**config.mk**
```make
export PLATFORM = sky130hd
export DESIGN_NAME = wb_search_ctrl
export DESIGN_NICKNAME = d
export VERILOG_FILES = /design/src/rtl/wb_search_ctrl.sv
export SDC_FILE = /design/constraint.sdc
export NUM_CORES = 1
export LEC_CHECK = 0
export ABC_AREA = 1
export BUFFER_PORTS_ARGS = -buffer_cell sky130_fd_sc_hd__buf_2
export CORE_UTILIZATION = 45
export DETAILED_ROUTE_END_ITERATION = 16
export PLACE_DENSITY = 0.66
export SETUP_SLACK_MARGIN = 0.5
export SYNTH_ARGS = -nofsm -noshare
export SYNTH_HDL_FRONTEND = slang
export SYNTH_SLANG_ARGS = --single-unit
```
**constraint.sdc**
```tcl
create_clock -name wb_clk_i -period 10.7 [get_ports wb_clk_i]
set_input_delay 2.14 -clock wb_clk_i [delete_from_list [all_inputs] [get_ports wb_clk_i]]
set_output_delay 2.14 -clock wb_clk_i [all_outputs]
set_load 0.01 [all_outputs]
```
**src/rtl/wb_search_ctrl.sv**
```systemverilog
// wb_search_ctrl
//   Wishbone slave that supervises PARALLEL_UNITS search units. It latches each
//   unit's best energy/sequence when that unit reports done. It keeps a sticky
//   done status with write-one-to-clear, raises a level interrupt, issues
//   per-unit start pulses and drives a soft reset to the units.
//
// Ports
//   wb_clk_i, wb_rst_i   clock, synchronous active-high reset
//   wbs_*                Wishbone slave (cyc/stb/we/sel/adr/dat in, ack/dat out)
//   o_rst                soft reset to units (CFG[0])
//   o_start[PU]          one-cycle start pulse per unit
//   o_irq                level interrupt
//   i_seq[PU*72]         per-unit best sequence
//   i_e[PU*E_WIDTH]      per-unit best energy
//   i_done[PU]           per-unit done level
//
// Register map (offset from BASE_ADR)
//   0x000 STATUS  sticky done, W1C     0x004 CFG      RW, byte lanes
//   0x008 IRQ_EN  RW                   0x00C START    WO, reads 0
//   0x010 LIVE    raw i_done           0x100+16*u     E, seq lo, seq mid, seq hi
module wb_search_ctrl #(
   parameter logic [31:0] BASE_ADR       = 32'h3000_0000,
   parameter int          E_WIDTH        = 16,
   parameter int          PARALLEL_UNITS = 4
) (
   input  logic                               wb_clk_i,
   input  logic                               wb_rst_i,
   input  logic                               wbs_stb_i,
   input  logic                               wbs_cyc_i,
   input  logic                               wbs_we_i,
   input  logic [3:0]                         wbs_sel_i,
   input  logic [31:0]                        wbs_adr_i,
   input  logic [31:0]                        wbs_dat_i,
   output logic                               wbs_ack_o,
   output logic [31:0]                        wbs_dat_o,
   output logic                               o_rst,
   output logic [PARALLEL_UNITS-1:0]          o_start,
   output logic                               o_irq,
   input  logic [PARALLEL_UNITS*72-1:0]       i_seq,
   input  logic [PARALLEL_UNITS*E_WIDTH-1:0]  i_e,
   input  logic [PARALLEL_UNITS-1:0]          i_done
);

   localparam int PU = PARALLEL_UNITS;

   logic [31:0]        cfg;
   logic [PU-1:0]      irq_en;
   logic [PU-1:0]      status;
   logic [PU-1:0]      status_nxt;
   logic [PU-1:0]      done_q;
   logic [PU-1:0]      armed;
   logic [PU-1:0]      rise;
   logic [PU-1:0]      lane_en;
   logic [PU-1:0]      w1c_clr;
   logic [PU-1:0]      start_set;
   logic [PU-1:0]      clr;
   logic [PU-1:0]      capture;
   logic [E_WIDTH-1:0] snap_e   [PU];
   logic [71:0]        snap_seq [PU];

   logic        req;
   logic        wr_fire;
   logic        rd_load;
   logic [11:0] off;
   logic [31:0] rd_data;

   assign req     = wbs_cyc_i & wbs_stb_i & (wbs_adr_i[31:12] == BASE_ADR[31:12]);
   assign off     = wbs_adr_i[11:0];
   // Writes commit on the edge that ends the ack cycle; read data is loaded on
   // the edge that raises ack so it is valid alongside it.
   assign wr_fire = wbs_ack_o & req & wbs_we_i;
   assign rd_load = req & ~wbs_ack_o & ~wbs_we_i;

   // Bit u of a per-unit register lives in byte lane u/8.
   for (genvar g = 0; g < PU; g++) begin : g_lane
      assign lane_en[g] = wbs_sel_i[g/8];
   end

   // An i_done that is already high when reset is released is not an edge:
   // each unit must be seen low at least once before a rise counts.
   assign rise = i_done & ~done_q & armed;

   always_comb begin
      w1c_clr   = '0;
      start_set = '0;
      if (wr_fire && off == 12'h000)
         w1c_clr = wbs_dat_i[PU-1:0] & lane_en;
      if (wr_fire && off == 12'h00C && !cfg[0])
         start_set = wbs_dat_i[PU-1:0] & lane_en;
      clr = w1c_clr | start_set;
      // A coincident done edge beats a clear and refreshes the snapshot.
      capture    = rise & (~status | clr);
      status_nxt = cfg[0] ? '0 : ((status & ~clr) | rise);
   end

   always_comb begin
      rd_data = '0;
      if (off[11:8] == 4'h1 && off[1:0] == 2'b00) begin
         for (int u = 0; u < PU; u++) begin
            if (off[7:4] == u[3:0]) begin
               case (off[3:2])
                  2'd0:    rd_data[E_WIDTH-1:0] = snap_e[u];
                  2'd1:    rd_data = snap_seq[u][31:0];
                  2'd2:    rd_data = snap_seq[u][63:32];
                  default: rd_data[7:0] = snap_seq[u][71:64];
               endcase
            end
         end
      end else begin
         case (off)
            12'h000: rd_data[PU-1:0] = status;
            12'h004: rd_data         = cfg;
            12'h008: rd_data[PU-1:0] = irq_en;
            12'h010: rd_data[PU-1:0] = i_done;
            default: rd_data         = '0;
         endcase
      end
   end

   always_ff @(posedge wb_clk_i) begin
      if (wb_rst_i) begin
         wbs_ack_o <= 1'b0;
         wbs_dat_o <= '0;
         cfg       <= '0;
         irq_en    <= '0;
         status    <= '0;
         done_q    <= '0;
         armed     <= '0;
         o_start   <= '0;
         o_irq     <= 1'b0;
         for (int u = 0; u < PU; u++) begin
            snap_e[u]   <= '0;
            snap_seq[u] <= '0;
         end
      end else begin
         wbs_ack_o <= req & ~wbs_ack_o;
         if (rd_load)
            wbs_dat_o <= rd_data;
         done_q <= i_done;
         armed  <= armed | ~i_done;
         if (wr_fire && off == 12'h004) begin
            for (int b = 0; b < 4; b++)
               if (wbs_sel_i[b])
                  cfg[8*b +: 8] <= wbs_dat_i[8*b +: 8];
         end
         if (wr_fire && off == 12'h008) begin
            for (int u = 0; u < PU; u++)
               if (lane_en[u])
                  irq_en[u] <= wbs_dat_i[u];
         end
         o_start <= start_set;
         o_irq   <= |(status & irq_en & {PU{~cfg[1]}});
         status  <= status_nxt;
         for (int u = 0; u < PU; u++) begin
            if (cfg[0]) begin
               snap_e[u]   <= '0;
               snap_seq[u] <= '0;
            end else if (capture[u]) begin
               snap_e[u]   <= i_e[u*E_WIDTH +: E_WIDTH];
               snap_seq[u] <= i_seq[u*72 +: 72];
            end
         end
      end
   end

   assign o_rst = cfg[0];

endmodule
```
==> Yosys cells after proc, flatten, opt, wreduce, memory -nomap -nowiden <==
Memory sizes are Yosys's and may differ from the RTL's.
Index checks and enable logic that the tools add are counted.
{ "classes": {"reduce_logical": 18, "eq_ne": 11, "mux": 58, "bitwise": 40} }
{ "ops": {"columns": ["operator", "count"], "rows": [
  ["2-to-1 mux 72 bit", 8],
  ["one-hot mux 8 bit (3 select lines)", 8],
  ["2-to-1 mux 32 bit", 5],
  ["2-to-1 mux 16 bit", 8],
  ["one-hot mux 16 bit (2 select lines)", 4],
  ["bitwise AND 4 bit", 7],
  ["2-to-1 mux 28 bit", 1],
  ["== test 12 x 4 -> 1 bit, second input constant", 2],
  ["2-to-1 mux 1 bit", 21],
  ["== test 20 x 18 -> 1 bit, second input constant", 1],
  ["inverter 4 bit", 4],
  ["OR 1 bit", 16],
  ["OR 4 bit", 4],
  ["one-hot mux 4 bit (4 select lines)", 1],
  ["== test 12 x 3 -> 1 bit, second input constant", 1],
  ["== test 12 x 5 -> 1 bit, second input constant", 1],
  ["logical NOT 12 bit", 1],
  ["AND reduction 2 bit", 5],
  ["== test 4 x 1 -> 1 bit, second input constant", 2],
  ["== test 4 x 2 -> 1 bit, second input constant", 2],
  ["2-to-1 mux 4 bit", 2],
  ["bitwise AND 1 bit", 6],
  ["logical AND 1 bit", 6],
  ["logical NOT 2 bit", 2],
  ["other kinds (7)", 9]
]} }
{ "totals": {"output_inout_bits": 39, "n_memories": 2, "ff_bits": 86, "ram_bits": 352, "inputBits": 429} }
{ "mem_list": {"columns": ["memory", "words", "word_bits", "read_ports", "rd_ports_with_merged_regs", "write_ports", "line", "text"], "rows": [
  ["snap_seq", 4, 72, 4, 0, 4, "59", "logic [71:0] snap_seq [PU];"],
  ["snap_e", 4, 16, 4, 0, 4, "58", "logic [E_WIDTH-1:0] snap_e [PU];"]
]} }

==> Longest topological paths before layout <==
Gate-level depths: netlist of the first run.
{ "depth": {"ltp_word": 15, "depth_mapped": 14, "ltp_nobuf": 12} }

==> Worst setup path after synthesis of the first run <==
No wires, ideal clock.
{ "synth_path": {"kind": "input port to flip-flop", "from": "input wbs_adr_i[2]", "to": "memory snap_e[1][0], enable pin", "path_stages": 11, "setup_time_ns": 0.449, "n_path_buf": 2, "slack_ns": 4.911, "arrival_time_ns": 5.340, "path_cell_list": "inv_1 > ha_1 > nor3b_1 > nand2_1 > nor2_2 > nand4_1 > nand3_2 > nand2_2 > buf_6 > buf_6 > nand2_1"} }
{ "synth_lines": {"columns": ["item", "line", "text"], "rows": [
  ["from (decl)", "32", "input logic [31:0] wbs_adr_i,"],
  ["to (decl)", "58", null]
]} }

==> results of run 1 <==
[power groups by stage]
| stage | registers, mW | logic (mW) | clock network, mW |
|---|---|---|---|
| after global placement | 1.97 | 0.310 | 0 |
| final | 1.94 | 0.312 | 1.58 |
| after global routing | 1.95 | 0.343 | 1.66 |
| after detailed placement | 1.98 | 0.314 | 0 |
| after floorplan | 1.98 | 0.154 | 0 |
| after CTS | 1.94 | 0.315 | 1.59 |
[logic make-up after synthesis]
group / Yosys count / share of synthesized area
buffers and inverters: 551 / 0.105
DFF: 438 / 0.592
adders and majority gates: 5 / 0.00301
AOI/OAI and AO/OA: 203 / 0.0547
and+or+nand+nor: 1237 / 0.245
[final timing paths]
| check | slack (ns) | from | to |
|---|---|---|---|
| worst max register to register | 6.71 | cfg[0] | snap_seq[0][22] |
| worst min register to register | 0.46 | wbs_dat_o[22] | wbs_dat_o[22] |
| worst max-delay path | 5.14 | wb_rst_i | snap_seq[0][22] |
| worst min-delay path | 0.46 | wbs_dat_o[22] | wbs_dat_o[22] |
[placed cells by master, fill, tap and decap left out, drive strengths merged]
cell,instances
nor4,1
nor2,539
inv,433
nand4,18
nor3,10
a21oi,125
clkinvlp,1
o211ai,16
nor3b,1
nand3b,2
a221oi,1
nand3,110
clkbuf,57
edfxtp,352
ha,5
buf,478
diode,3
o21ai,41
bufinv,4
nand2,556
dfxtp,86
a22o,20
clkinv,25
[sequential cells by signal (all words and copies together), names as in the netlist]
register   cells
snap_seq     288
wbs_dat_o     32
status         4
irq_en         4
o_start        4
done_q         4
o_irq          1
cfg           32
wbs_ack_o      1
snap_e        64
armed          4
[critical path: stages]
cell     delay, ns
buf_2         0.35
nor2_1        0.81
inv_1         0.32
nor2_1        0.29
nand2_4       0.51
nand2_4       0.45
buf_4         0.79
[area by class of cell]
type / count / area, um2 / share of cell area
diodes: 3 / 7.51 / 0.000301
clock buffers: 57 / 1220 / 0.0490
clock inverters: 28 / 251 / 0.0101
inverters: 435 / 1630 / 0.0654
multi-input cells: 1445 / 6380 / 0.256
flip-flops and latches: 438 / 12300 / 0.493
well taps: 600 / 751 / 0.0301
repair buffers: 478 / 2420 / 0.0970
[per-stage QoR]
stage / cells / area (um2) / setup slack, ns / power, mW / utilization
floorplan: 2434 / 20800 / 4.91 / 2.13 / -
global placement: 3396 / 23500 / 4.65 / 2.28 / 0.516
detailed placement: 3396 / 23500 / 4.49 / 2.29 / 0.516
CTS: 3481 / 24900 / 5.12 / 3.85 / 0.549
global route: 3483 / 25000 / 4.85 / 3.95 / 0.549
finish: 3484 / 25000 / 5.14 / 3.83 / 0.549
[metal layers]
metal  vias up  routed length (um)
met2       679               30700
met1      8173               26000
met4         0                2430
met3       113                3790
li1       8406                   -
met5         -                   0
==> results.md, run 1 <==
- DRT iter0 DRCs: 1426
- Die Ht: 217 um
- Most used routing layer: met2
- Most numerous cell in the Yosys netlist: nand2_1
- Wire per inst: 18.1 um
- Final min period: 5.56 ns
- Row cnt: 78
- DRC viols: 0
- Hpwl dp: 45100 um
- Grt met2 use: 0.451
- Post-synth ARST share: 0
- Yosys warning count: 0
- Grt ovf: 0
- Layout area overhead: 20.2%
- Initial antenna violation count: 3
- Post-synth top area cell: edfxtp_1
- Status: finished clean
- Crit path launch type: input pin
- Combinational power share: 0.081
- Most frequent cells after synthesis: 547 x nand2_1, 498 x nor2_1, 429 x inv_1
- Clk pwr share: 0.412
- Total CTS buffers: 46
- Mean Syn Cell Area: 8.53 um2
- Post-Synthesis Cells: 2434
- P_int: 2.93 mW
- Maximum clock path buffer count: 3
- Skew-Pair Late Insertion Delay: 0.59 ns
- Crit path DAT: 5.77 ns
- Max-slew violations: 0
- Flop pwr share: 0.506
- # Post-CTS Setup Buffers: 0
- Req. time, crit path: 10.91 ns
- Port buffer count: 467
- Sw frac: 0.235
- Register area share after synthesis: 0.592
- Fin Clk Skew: 0.0165 ns
- Leakage: 12.2 nW
- Post-synth EDFFs: 352
- Global routing met3 resource utilization: 0.0302
- CTS tree: done
- Endpoints failing hold: 0
- Slew headroom: 0.162
- Reg clk slew, reported paths: 0.06 ns
- Die width: 217 um
- RSZ-0062 raised after global routing: false
- Fmax: 180 MHz
- Clk sinks: 438
- TritonRoute pass-1 iters: 7
- CP Class: input pin to flip-flop
- Hold path cells: 2
- Filler Cell Count: 4214
- Largest net degree at the start of global routing: 90
- Synth Flop Type: edfxtp_1
- R2R depth: 6
- Post-CTS sizing: 0
- Power Density: 154 nW/um2
- Final wirelength: 62900 um
- RePlAce Congestion: 0.858
- Area of the mapped netlist: 20800 um2
- Worst Setup End Kind: flip-flop
- Setup violators final: 0
- Initial Util: 0.456
- Nets: 3278
- Vias in the first global route: 16809
- Min-delay worst type: flip-flop to flip-flop
- Syn nets: 2868
- CTS hold repair buffers: 0
- Io pins: 468
- Final ANT Viol Nets: 0
- GRT Overall Usage: 0.264
- Die ar.: 47000 um2
- Global-route wire length before repair: 93100 um
- Vias: 17371
- Tightest Pin Transition: 1.25 ns
- Final setup TNS: 0 ns
- Synth top area share: 0.509
- Hold slack: 0.464 ns
- Max Cap Viol: 0
- Synth unique cells: 32
- Flops & latches, synth: 438
- Final clock period utilization by the worst path: 0.520
- Crit path max fanout: 89
- Net Sw Power: 901 uW
- H-tree depth: 2
- Synth area leaders: edfxtp_1 51%, nand2_1 9.9%, nor2_1 9.0%
- Placeable Area: 45500 um2
- Share of cells above drive strength 1: 0.211
- Via-to-Cell Ratio: 4.99
- Met1 usage: 0.340
- Peak supply drop: 0.104 mV
- Root buffer cell: clkbuf_16
Note: power is estimated with default switching activity, not from simulation.
==> run 2: changes to the inputs <==
- ABC_AREA: 1 -> 0
- PLACE_DENSITY: 0.66 -> 0.67
- clock period: 10.7 -> 5.7 ns (I/O delays scaled with it)
==> run 2 against run 1 <==
  * Clock power increased by 96%
  * Sequential power rose by 88%
  * Sequential share of layout area up 2.8 points
  * Critical endpoint is now cfg[26]
  * Critical path type unchanged
  * Area after synthesis is 7.0% lower
  * Cell count decreased by 27%
==> results.md, run 2 <==
- Placeable Area: 42100 um2
- RePlAce Congestion: 0.947
- Largest net degree at the start of global routing: 89
- Skew-Pair Late Insertion Delay: 0.56 ns
- Max Cap Viol: 0
- Most numerous cell in the Yosys netlist: and2_1
- Total power draw: 7.28 mW
- Endpoints failing hold: 0
- Yosys warning count: 0
- Clk sinks: 438
- Via-to-Cell Ratio: 5.75
- Root buffer cell: clkbuf_16
- Final min period: 3.82 ns
- Grt ovf: 0
- CTS tree: done
- Power Density: 308 nW/um2
- CP Class: input pin to flip-flop
- Top reg by flops: snap_seq
- Post-Layout Cell Count: 2538
- Mean Syn Cell Area: 12.4 um2
- Global-route wire length before repair: 87000 um
- Maximum clock path buffer count: 3
- TritonRoute pass-1 iters: 6
- Hpwl dp: 42500 um
- Reg clk slew, reported paths: 0.06 ns
- Top delay family on crit path: simple AND/OR/NAND/NOR gates
- Die ar.: 43700 um2
- Filler Cell Count: 3567
- Register area share after synthesis: 0.637
- Most frequent cells in the layout: 467 x buf_2, 355 x and2_1, 352 x edfxtp_1
- Req. time, crit path: 6.10 ns
- Crit path max fanout: 27
- Placed insts: 2454
- Fmax: 262 MHz
- Status: finished clean
- Initial antenna violation count: 4
- Total CTS buffers: 47
- Area of the mapped netlist: 19300 um2
- Final ANT Viol Nets: 0
- Vias in the first global route: 14262
- Row cnt: 75
- Crit path DAT: 4.22 ns
- Post-synth EDFFs: 352
- Nets: 2398
- Post-synth top area cell: edfxtp_1
- Vias: 14587
- Synth Flop Type: edfxtp_1
- Slew headroom: 0.0712
- Peak supply drop: 0.186 mV
- Worst Setup End Kind: flip-flop
- Most frequent cells after synthesis: 355 x and2_1, 352 x edfxtp_1, 96 x clkbuf_1
- Leakage: 9.17 nW
- Flops & latches, synth: 438
- Slowest CP cell: nor4_1
- Post-Synthesis Cells: 1560
- Setup violators final: 0
- Max reg flops: 288
- Min-delay worst type: flip-flop to flip-flop
- Max-slew violations: 0
- Commonest non-fill, non-tap cell in the layout: buf_2
- Io pins: 468
- Crit-path cells: buf_2, nor4_1, and4_1, nand4_1, buf_4, o21ai_0, a21oi_1
- CTS hold repair buffers: 0
- Synth unique cells: 61
- Synth area leaders: edfxtp_1 55%, and2_1 12%, dfxtp_1 8.9%
- CP peak stage delay: 0.79 ns
- Share of cells above drive strength 1: 0.295
- H-tree depth: 2
- DRT iter0 DRCs: 1647
- Port buffer count: 467
- Final setup TNS: 0 ns
- Hold slack: 0.461 ns
- RSZ-0062 raised after global routing: false
- DRC viols: 0
- Layout area overhead: 22.4%
- Die Ht: 209 um
- # Post-CTS Setup Buffers: 0
- Wire per inst: 23.6 um
- GRT Overall Usage: 0.268
- Final clock period utilization by the worst path: 0.670
- Initial Util: 0.458
- Biggest regs: snap_seq (288), snap_e (64)
- Synth top area share: 0.548
- Crit path launch type: input pin
- Final wirelength: 59900 um
- Post-CTS sizing: 0
- Tightest Pin Transition: 1.39 ns
- Die width: 209 um
- Post-synth ARST share: 0
- Syn nets: 1994
- WP buf/inv: 2
- Fin Clk Skew: 0.0153 ns
[run 2: cell count changes after synthesis, moves of 17 or more]
cell,delta
nand2_1,-511
nor2_1,-460
inv_1,-406
and2_1,+355
a222oi_1,+59
nand3_1,-53
a21oi_1,-47
a22oi_1,+47
clkbuf_1,+35
nor2_2,-30
o22ai_1,+30
a211oi_1,+22
a221oi_1,+22
buf_1,-17
[run 2: power breakdown]
group          internal [mW]  switching (mW)  total, mW  leakage [nW]
clock                   1.88            1.22       3.10         0.751
combinational          0.208           0.329      0.536          4.06
sequential              3.60          0.0409       3.64          4.36
[run 2: stage by stage]
step / setup WS, ns / utilization / cell area [um2]
after global routing: 1.53 / 0.560 / 23600
after global placement: 1.45 / 0.524 / 22100
after CTS: 1.95 / 0.560 / 23600
after detailed placement: 1.33 / 0.524 / 22100
after floorplan: 0.610 / - / 19300
final: 1.88 / 0.561 / 23600
[run 2: path summary, 6_finish.rpt]
kind,startpoint,to,slack [ns],depth (start not counted)
setup / recovery,wbs_adr_i[5],cfg[26],1.88,7
hold / removal,armed[3],armed[3],0.46,2
setup reg to reg,cfg[0],snap_seq[3][5],2.55,7
hold reg to reg,armed[3],armed[3],0.46,2
[run 2: tightest hold or removal path, delay by kind of cell, from the launching register on]
kind / cells / cell delay (ns)
flip-flops: 1 / 0.30
AO/OA/AOI/OAI: 1 / 0.06
buffers and inverters: 1 / 0.06
[run 2: cell type report]
type / count / area [um2] / share of cell area
Inverter: 23 / 86.3 / 0.00366
Clock buffer: 65 / 1330 / 0.0562
Timing Repair Buffer: 488 / 2560 / 0.108
Multi-Input combinational cell: 966 / 6450 / 0.273
Tap cell: 539 / 674 / 0.0286
Sequential cell: 438 / 12300 / 0.520
Antenna cell: 3 / 7.51 / 0.000318
Clock inverter: 16 / 224 / 0.00948
[run 2: logic make-up (layout without fill, tap and decap cells)]
group / Yosys count / in the layout / synth area share
other cells: 0 / 3 / 0
compound gates: 394 / 394 / 0.149
buf+inv: 156 / 592 / 0.0338
fa+ha+maj: 5 / 5 / 0.00324
simple gates: 563 / 563 / 0.175
flops: 438 / 438 / 0.637
mux: 4 / 4 / 0.00208
[run 2: routing by layer]
layer,wire [um],global-route usage
met3,4460,0.0469
met2,28800,0.442
met5,10,0
met4,2700,0.132
met1,24000,0.343
